==> config.mk <==
export PLATFORM = sky130hd
export DESIGN_NAME = brush_stamper
export DESIGN_NICKNAME = d
export VERILOG_FILES = /design/src/rtl/brush_stamper.sv
export SDC_FILE = /design/constraint.sdc
export NUM_CORES = 1
export LEC_CHECK = 0
export ABC_AREA = 1
export BUFFER_PORTS_ARGS = -buffer_cell sky130_fd_sc_hd__buf_2
export CAP_MARGIN = 0
export CORE_ASPECT_RATIO = 1.1
export CORE_MARGIN = 10
export CORE_UTILIZATION = 35
export CTS_CLUSTER_DIAMETER = 150
export DETAILED_ROUTE_END_ITERATION = 10
export SLEW_MARGIN = 15
export SYNTH_ARGS = -nofsm -noshare
export SYNTH_HDL_FRONTEND = slang
export SYNTH_SLANG_ARGS = --single-unit
==> constraint.sdc <==
create_clock -name Clk -period 2.1 [get_ports Clk]
set_input_delay 0.21 -clock Clk [delete_from_list [all_inputs] [get_ports Clk]]
set_output_delay 0.21 -clock Clk [all_outputs]
set_load 0.02 [all_outputs]
==> src/rtl/brush_stamper.sv <==
// brush_stamper: turns one laser hit into a raster of single-pixel writes
// covering a (2r+1)x(2r+1) square brush, and runs a full-screen clear sweep.
// Output coordinates are doubled; the framebuffer consumes bits [10:1].
module brush_stamper #(
    parameter int MAX_X = 799,
    parameter int MAX_Y = 524
) (
    input  logic        Clk,
    input  logic        reset,
    input  logic [10:0] laser_x,
    input  logic [10:0] laser_y,
    input  logic        laser_valid,
    input  logic [1:0]  color_In,
    input  logic [1:0]  brush_size,
    input  logic        clear_req,
    output logic [10:0] x_draw,
    output logic [10:0] y_draw,
    output logic [1:0]  data_In,
    output logic        drawDot,
    output logic        busy,
    output logic        clear_done
);

    localparam int XW = $clog2(MAX_X + 1);
    localparam int YW = $clog2(MAX_Y + 1);

    typedef enum logic [1:0] {
        IDLE  = 2'd0,
        STAMP = 2'd1,
        CLEAR = 2'd2
    } state_t;

    state_t              state_r, state_s;
    logic [9:0]          cx_r, cy_r;
    logic [1:0]          col_r, rad_r;
    logic signed [2:0]   dx_r, dy_r;
    logic [XW-1:0]       clr_x_r;
    logic [YW-1:0]       clr_y_r;
    logic                pend_r;
    logic                clr_fin_r;
    logic                rec_valid_r;
    logic [9:0]          rec_cx_r, rec_cy_r;
    logic [1:0]          rec_col_r, rec_rad_r;

    logic signed [2:0]   rad_s;
    logic signed [11:0]  px_s, py_s;
    logic                in_bounds_s, stamp_last_s, clr_last_s, dup_s, accept_s;
    logic [10:0]         draw_x_s, draw_y_s;
    logic [1:0]          data_s;
    logic                dot_s, busy_s;

    assign rad_s        = $signed({1'b0, rad_r});
    assign px_s         = $signed({2'b00, cx_r}) + $signed({{9{dx_r[2]}}, dx_r});
    assign py_s         = $signed({2'b00, cy_r}) + $signed({{9{dy_r[2]}}, dy_r});
    assign in_bounds_s  = (px_s[11] == 1'b0) && (px_s <= 12'(MAX_X)) &&
                          (py_s[11] == 1'b0) && (py_s <= 12'(MAX_Y));
    assign stamp_last_s = (dx_r == rad_s) && (dy_r == rad_s);
    assign clr_last_s   = (clr_x_r == XW'(MAX_X)) && (clr_y_r == YW'(MAX_Y));
    // A hit identical to the last completed stamp would redraw the same pixels.
    assign dup_s        = rec_valid_r && (rec_cx_r == laser_x[10:1]) &&
                          (rec_cy_r == laser_y[10:1]) && (rec_col_r == color_In) &&
                          (rec_rad_r == brush_size);
    assign accept_s     = (state_r == IDLE) && !clear_req && laser_valid && !dup_s;

    // State register
    always_ff @(posedge Clk) begin
        if (reset) begin
            state_r <= IDLE;
        end else begin
            state_r <= state_s;
        end
    end

    // Next-state decode; a clear always beats a simultaneous hit
    always_comb begin
        state_s = state_r;
        case (state_r)
            IDLE: begin
                if (clear_req) begin
                    state_s = CLEAR;
                end else if (laser_valid && !dup_s) begin
                    state_s = STAMP;
                end else begin
                    state_s = IDLE;
                end
            end
            STAMP: begin
                if (stamp_last_s) begin
                    if (pend_r || clear_req) begin
                        state_s = CLEAR;
                    end else begin
                        state_s = IDLE;
                    end
                end else begin
                    state_s = STAMP;
                end
            end
            CLEAR: begin
                if (clr_last_s) begin
                    state_s = IDLE;
                end else begin
                    state_s = CLEAR;
                end
            end
            default: state_s = IDLE;
        endcase
    end

    // Output decode: pixel for the current offset/sweep position
    always_comb begin
        draw_x_s = x_draw;
        draw_y_s = y_draw;
        data_s   = data_In;
        dot_s    = 1'b0;
        busy_s   = 1'b0;
        case (state_r)
            STAMP: begin
                draw_x_s = {px_s[9:0], 1'b0};
                draw_y_s = {py_s[9:0], 1'b0};
                data_s   = col_r;
                dot_s    = in_bounds_s;
                busy_s   = 1'b1;
            end
            CLEAR: begin
                draw_x_s = {10'(clr_x_r), 1'b0};
                draw_y_s = {10'(clr_y_r), 1'b0};
                data_s   = 2'd0;
                dot_s    = 1'b1;
                busy_s   = 1'b1;
            end
            IDLE:    dot_s = 1'b0;
            default: dot_s = 1'b0;
        endcase
    end

    // Output registers
    always_ff @(posedge Clk) begin
        if (reset) begin
            x_draw     <= 11'd0;
            y_draw     <= 11'd0;
            data_In    <= 2'd0;
            drawDot    <= 1'b0;
            busy       <= 1'b0;
            clear_done <= 1'b0;
        end else begin
            x_draw     <= draw_x_s;
            y_draw     <= draw_y_s;
            data_In    <= data_s;
            drawDot    <= dot_s;
            busy       <= busy_s;
            clear_done <= clr_fin_r;
        end
    end

    // Datapath: hit latch, brush offsets, sweep counters, pending clear, last-stamp record
    always_ff @(posedge Clk) begin
        if (reset) begin
            cx_r        <= 10'd0;
            cy_r        <= 10'd0;
            col_r       <= 2'd0;
            rad_r       <= 2'd0;
            dx_r        <= 3'sd0;
            dy_r        <= 3'sd0;
            clr_x_r     <= {XW{1'b0}};
            clr_y_r     <= {YW{1'b0}};
            pend_r      <= 1'b0;
            clr_fin_r   <= 1'b0;
            rec_valid_r <= 1'b0;
            rec_cx_r    <= 10'd0;
            rec_cy_r    <= 10'd0;
            rec_col_r   <= 2'd0;
            rec_rad_r   <= 2'd0;
        end else begin
            clr_fin_r <= (state_r == CLEAR) && clr_last_s;
            case (state_r)
                IDLE: begin
                    clr_x_r <= {XW{1'b0}};
                    clr_y_r <= {YW{1'b0}};
                    pend_r  <= 1'b0;
                    if (accept_s) begin
                        cx_r  <= laser_x[10:1];
                        cy_r  <= laser_y[10:1];
                        col_r <= color_In;
                        rad_r <= brush_size;
                        dx_r  <= 3'sd0 - $signed({1'b0, brush_size});
                        dy_r  <= 3'sd0 - $signed({1'b0, brush_size});
                    end
                end
                STAMP: begin
                    clr_x_r <= {XW{1'b0}};
                    clr_y_r <= {YW{1'b0}};
                    if (stamp_last_s) begin
                        pend_r      <= 1'b0;
                        rec_valid_r <= 1'b1;
                        rec_cx_r    <= cx_r;
                        rec_cy_r    <= cy_r;
                        rec_col_r   <= col_r;
                        rec_rad_r   <= rad_r;
                    end else begin
                        if (clear_req) begin
                            pend_r <= 1'b1;
                        end
                        if (dx_r == rad_s) begin
                            dx_r <= -rad_s;
                            dy_r <= dy_r + 3'sd1;
                        end else begin
                            dx_r <= dx_r + 3'sd1;
                        end
                    end
                end
                CLEAR: begin
                    pend_r <= 1'b0;
                    if (clr_last_s) begin
                        clr_x_r     <= {XW{1'b0}};
                        clr_y_r     <= {YW{1'b0}};
                        rec_valid_r <= 1'b0;
                    end else if (clr_x_r == XW'(MAX_X)) begin
                        clr_x_r <= {XW{1'b0}};
                        clr_y_r <= clr_y_r + YW'(1);
                    end else begin
                        clr_x_r <= clr_x_r + XW'(1);
                    end
                end
                default: pend_r <= 1'b0;
            endcase
        end
    end

endmodule

==> flow_summary.toml <==
[worst_setup_path]
path_cells = "ha_1 > inv_1 > fa_1 > inv_1 > nand3_1 > nand3_1 > nand3_1 > nand2_1 > xor2_1 > nand3_1 > nand3_1 > a21oi_1"
cp-end-kind = "flip-flop"
crit_type = "reg2reg"
cpMostUsedCell = "nand3_1"
reg2reg_slack_ps = 70
reg2reg_to = "drawDot"
ff2ff_path_depth = 12
crit_path_max_incr_delay_ps = 380
critPathRequiredTime_ps = 2330
reg2reg_from = "cx_r[0]"
worstPathMaxFanout = 3
crit_path_start_kind = "flip-flop"
slowest_stage = "fa_1"
cp.arrival_ps = 2260

[global_routing]
grt_pass1_wl_um = 24900
antenna_found_initial = 0
grt_start_max_net_pins = 46
grt_overflow_total = 0
grt_use_total = 0.135
grt_pass1_vias = 5035

[yosys]
netlist_area_sq_um = 5980
async_flop_share = 0
ys_seq_elements = 104
avgSynthCellArea_sq_um = 6.76
synth_cells = 885
yosysWarningCount = 0
ys_seq_area_frac = 0.348
synth_cell_types = 41
ys.flop_type = "dfxtp_1"
synth_edf_count = 0

[floorplanning]
fp.dieW_um = 145
row_count = 50
die-area_sq_um = 22700
core_sq_um = 16900
start_util = 0.354
num_io_pins = 57
dieHeight_um = 157

[drt]
wirelength_um = 14900
vias = 5480
drc_errors = 0
ant_nets = 0
first_pass_iters = 5
drt-initial-drc-count = 407
wire_per_inst_um = 12.9
avgViaCountPerCell = 4.75

[pwr]
p_per_area_nw_per_um2 = 746
leakage_nw = 3.20
ir_drop_mv = 0.375

[sta]
period_minus_slack_ps = 2030
rsz0062_at_grt = "true"
fmax_mhz = 493
period_share = 0.966
fin_skew_ps = 7.25
setup_ws_ps = 72.4
final_hold_viol_count = 0
setup_viol = 0
slew_violations = 0

[worst_hold_path]
min_from = "laser_y[6]"
whs_path_depth = 3
hold_path_class = "in2reg"
holdPathEnd = "cy_r[5]"

[cts]
clk_latency_ps = 350
ctsHtreeMaxLevel = 3
cts_tree = "built"
cts_root_buffer = "clkbuf_16"
cts_hold_buf = 0
cts_setup_buffers = 0
cts-buffers-inserted = 9
clkSlewWorstSetupHoldPaths_ps = 70
clock-sinks = 104
max-clock-path-buffers = 2

[layout]
register_area_sq_um = 2090
fin_area_sq_um = 6820
layout-drive-gt1-share = 0.125
multi_input_comb_area_sq_um = 3310
area_delta_synth_final_pct = 14.0
fillers = 1811
nets = 1005

[placement]
dp_slack_ps = -37.9
place.gp.congestion = 0.885
placed_cell_area_sq_um = 6520
dpl.hpwl_um = 11300
port_buffers = 52

[run]
drv_cap = 0

[outcome]
outcome = "finished clean"
## critical path, delay by kind of cell, from the launching register on
family | cells | cell delay (ps)
AOI/OAI and AO/OA | 1 | 60
xor gates and xnor gates | 1 | 190
adders and majority gates | 2 | 560
buffers and inverters | 2 | 150
DFF | 1 | 360
and+or+nand+nor | 6 | 600
## cell usage in the layout, fill, tap and decap left out, drive strengths merged, types with 14 or more instances in the layout
cell type | netlist | layout
clkbuf | 16 | 14
dfxtp | 104 | 104
a21oi | 101 | 101
nand2 | 204 | 204
buf | 14 | 72
nor2 | 88 | 88
o21ai | 91 | 91
nand3 | 39 | 39
ha | 34 | 34
inv | 123 | 123
## through the flow
stage	total power, mW	utilization	cells	hold WS (ps)	TNS (ps)
after global placement	3.56	0.386	1136	409	-15.5
after CTS	5.13	0.402	1152	120	0
after floorplan	3.17	-	886	294	0
final	5.09	0.404	1153	126	0
after detailed placement	3.56	0.386	1136	407	-37.9
after global routing	5.42	0.404	1152	144	-98.1
## flip-flops by register name, summed over array words and instances, names as in the netlist, 3 cells and up
signal,count
rec_cx_r,10
y_draw,10
cx_r,10
rec_cy_r,10
clr_y_r,10
clr_x_r,10
dx_r,3
dy_r,3
cy_r,10
x_draw,10
## power by group
part / leakage (nW) / switching (mW) / internal [mW] / total, mW
clock: 0.123 / 0.714 / 0.839 / 1.55
sequential: 0.849 / 0.111 / 2.13 / 2.24
combinational: 2.23 / 0.833 / 0.459 / 1.29
total: 3.20 / 1.66 / 3.43 / 5.09
## how the worst max path moves through the flow
stage | startpoint | endpoint | slack (ps) | cells after the start
after floorplan | dx_r[2] | x_draw[10] | 210 | 10
after global placement | dy_r[2] | drawDot | -20 | 12
after detailed placement | dy_r[2] | drawDot | -40 | 12
after CTS | cy_r[0] | drawDot | 30 | 14
after global routing | dx_r[0] | drawDot | -100 | 12
final | cx_r[0] | drawDot | 70 | 12
## cells by family (layout without fill, tap and decap cells)
family / after synthesis / in the layout / synth area share
flops: 104 / 104 / 0.348
fa+ha+maj: 36 / 36 / 0.0778
compound gates: 205 / 205 / 0.177
other cells: 1 / 3 / 0.000627
buf+inv: 153 / 211 / 0.103
xor+xnor: 20 / 20 / 0.0293
simple gates: 366 / 366 / 0.264
## layout make-up
class,instances,share of cell area
Clock buffer,14,0.0372
Timing Repair Buffer,72,0.0620
Inverter,123,0.0680
Multi-Input combinational cell,629,0.486
Tap cell,208,0.0382
Clock inverter,2,0.00220
Antenna cell,1,0.000367
Sequential cell,104,0.306
## what timing repair did
item / in CTS / in global routing
hold endpoints to repair: 0 / 0
endpoints found under the setup margin: 2 / 37
resized for setup: 3 / 9
pin swaps: 0 / 2
cloned: 0 / 0
## cell usage after synthesis (5+ instances only)
cell / n / share of area
nand2_1: 197 / 0.12
inv_1: 114 / 0.072
dfxtp_1: 104 / 0.35
a21oi_1: 101 / 0.084
o21ai_0: 88 / 0.074
nor2_1: 86 / 0.054
nand3_1: 37 / 0.031
ha_1: 34 / 0.071
clkbuf_1: 16 / 0.010
xnor2_1: 10 / 0.015
xor2_1: 10 / 0.015
inv_2: 9 / 0.0056
nand4_1: 9 / 0.0094
nand3b_1: 7 / 0.0088
nor3_1: 6 / 0.0050
nand2_2: 5 / 0.0052
nor3b_1: 5 / 0.0063
## per-layer routing
layer / global-route usage / part of all wire
met1: 0.188 / 0.51
met2: 0.205 / 0.43
met3: 0.0178 / 0.032
met4: 0.0530 / 0.020
met5: 0 / 0
Power figures use the tool's default switching activity.
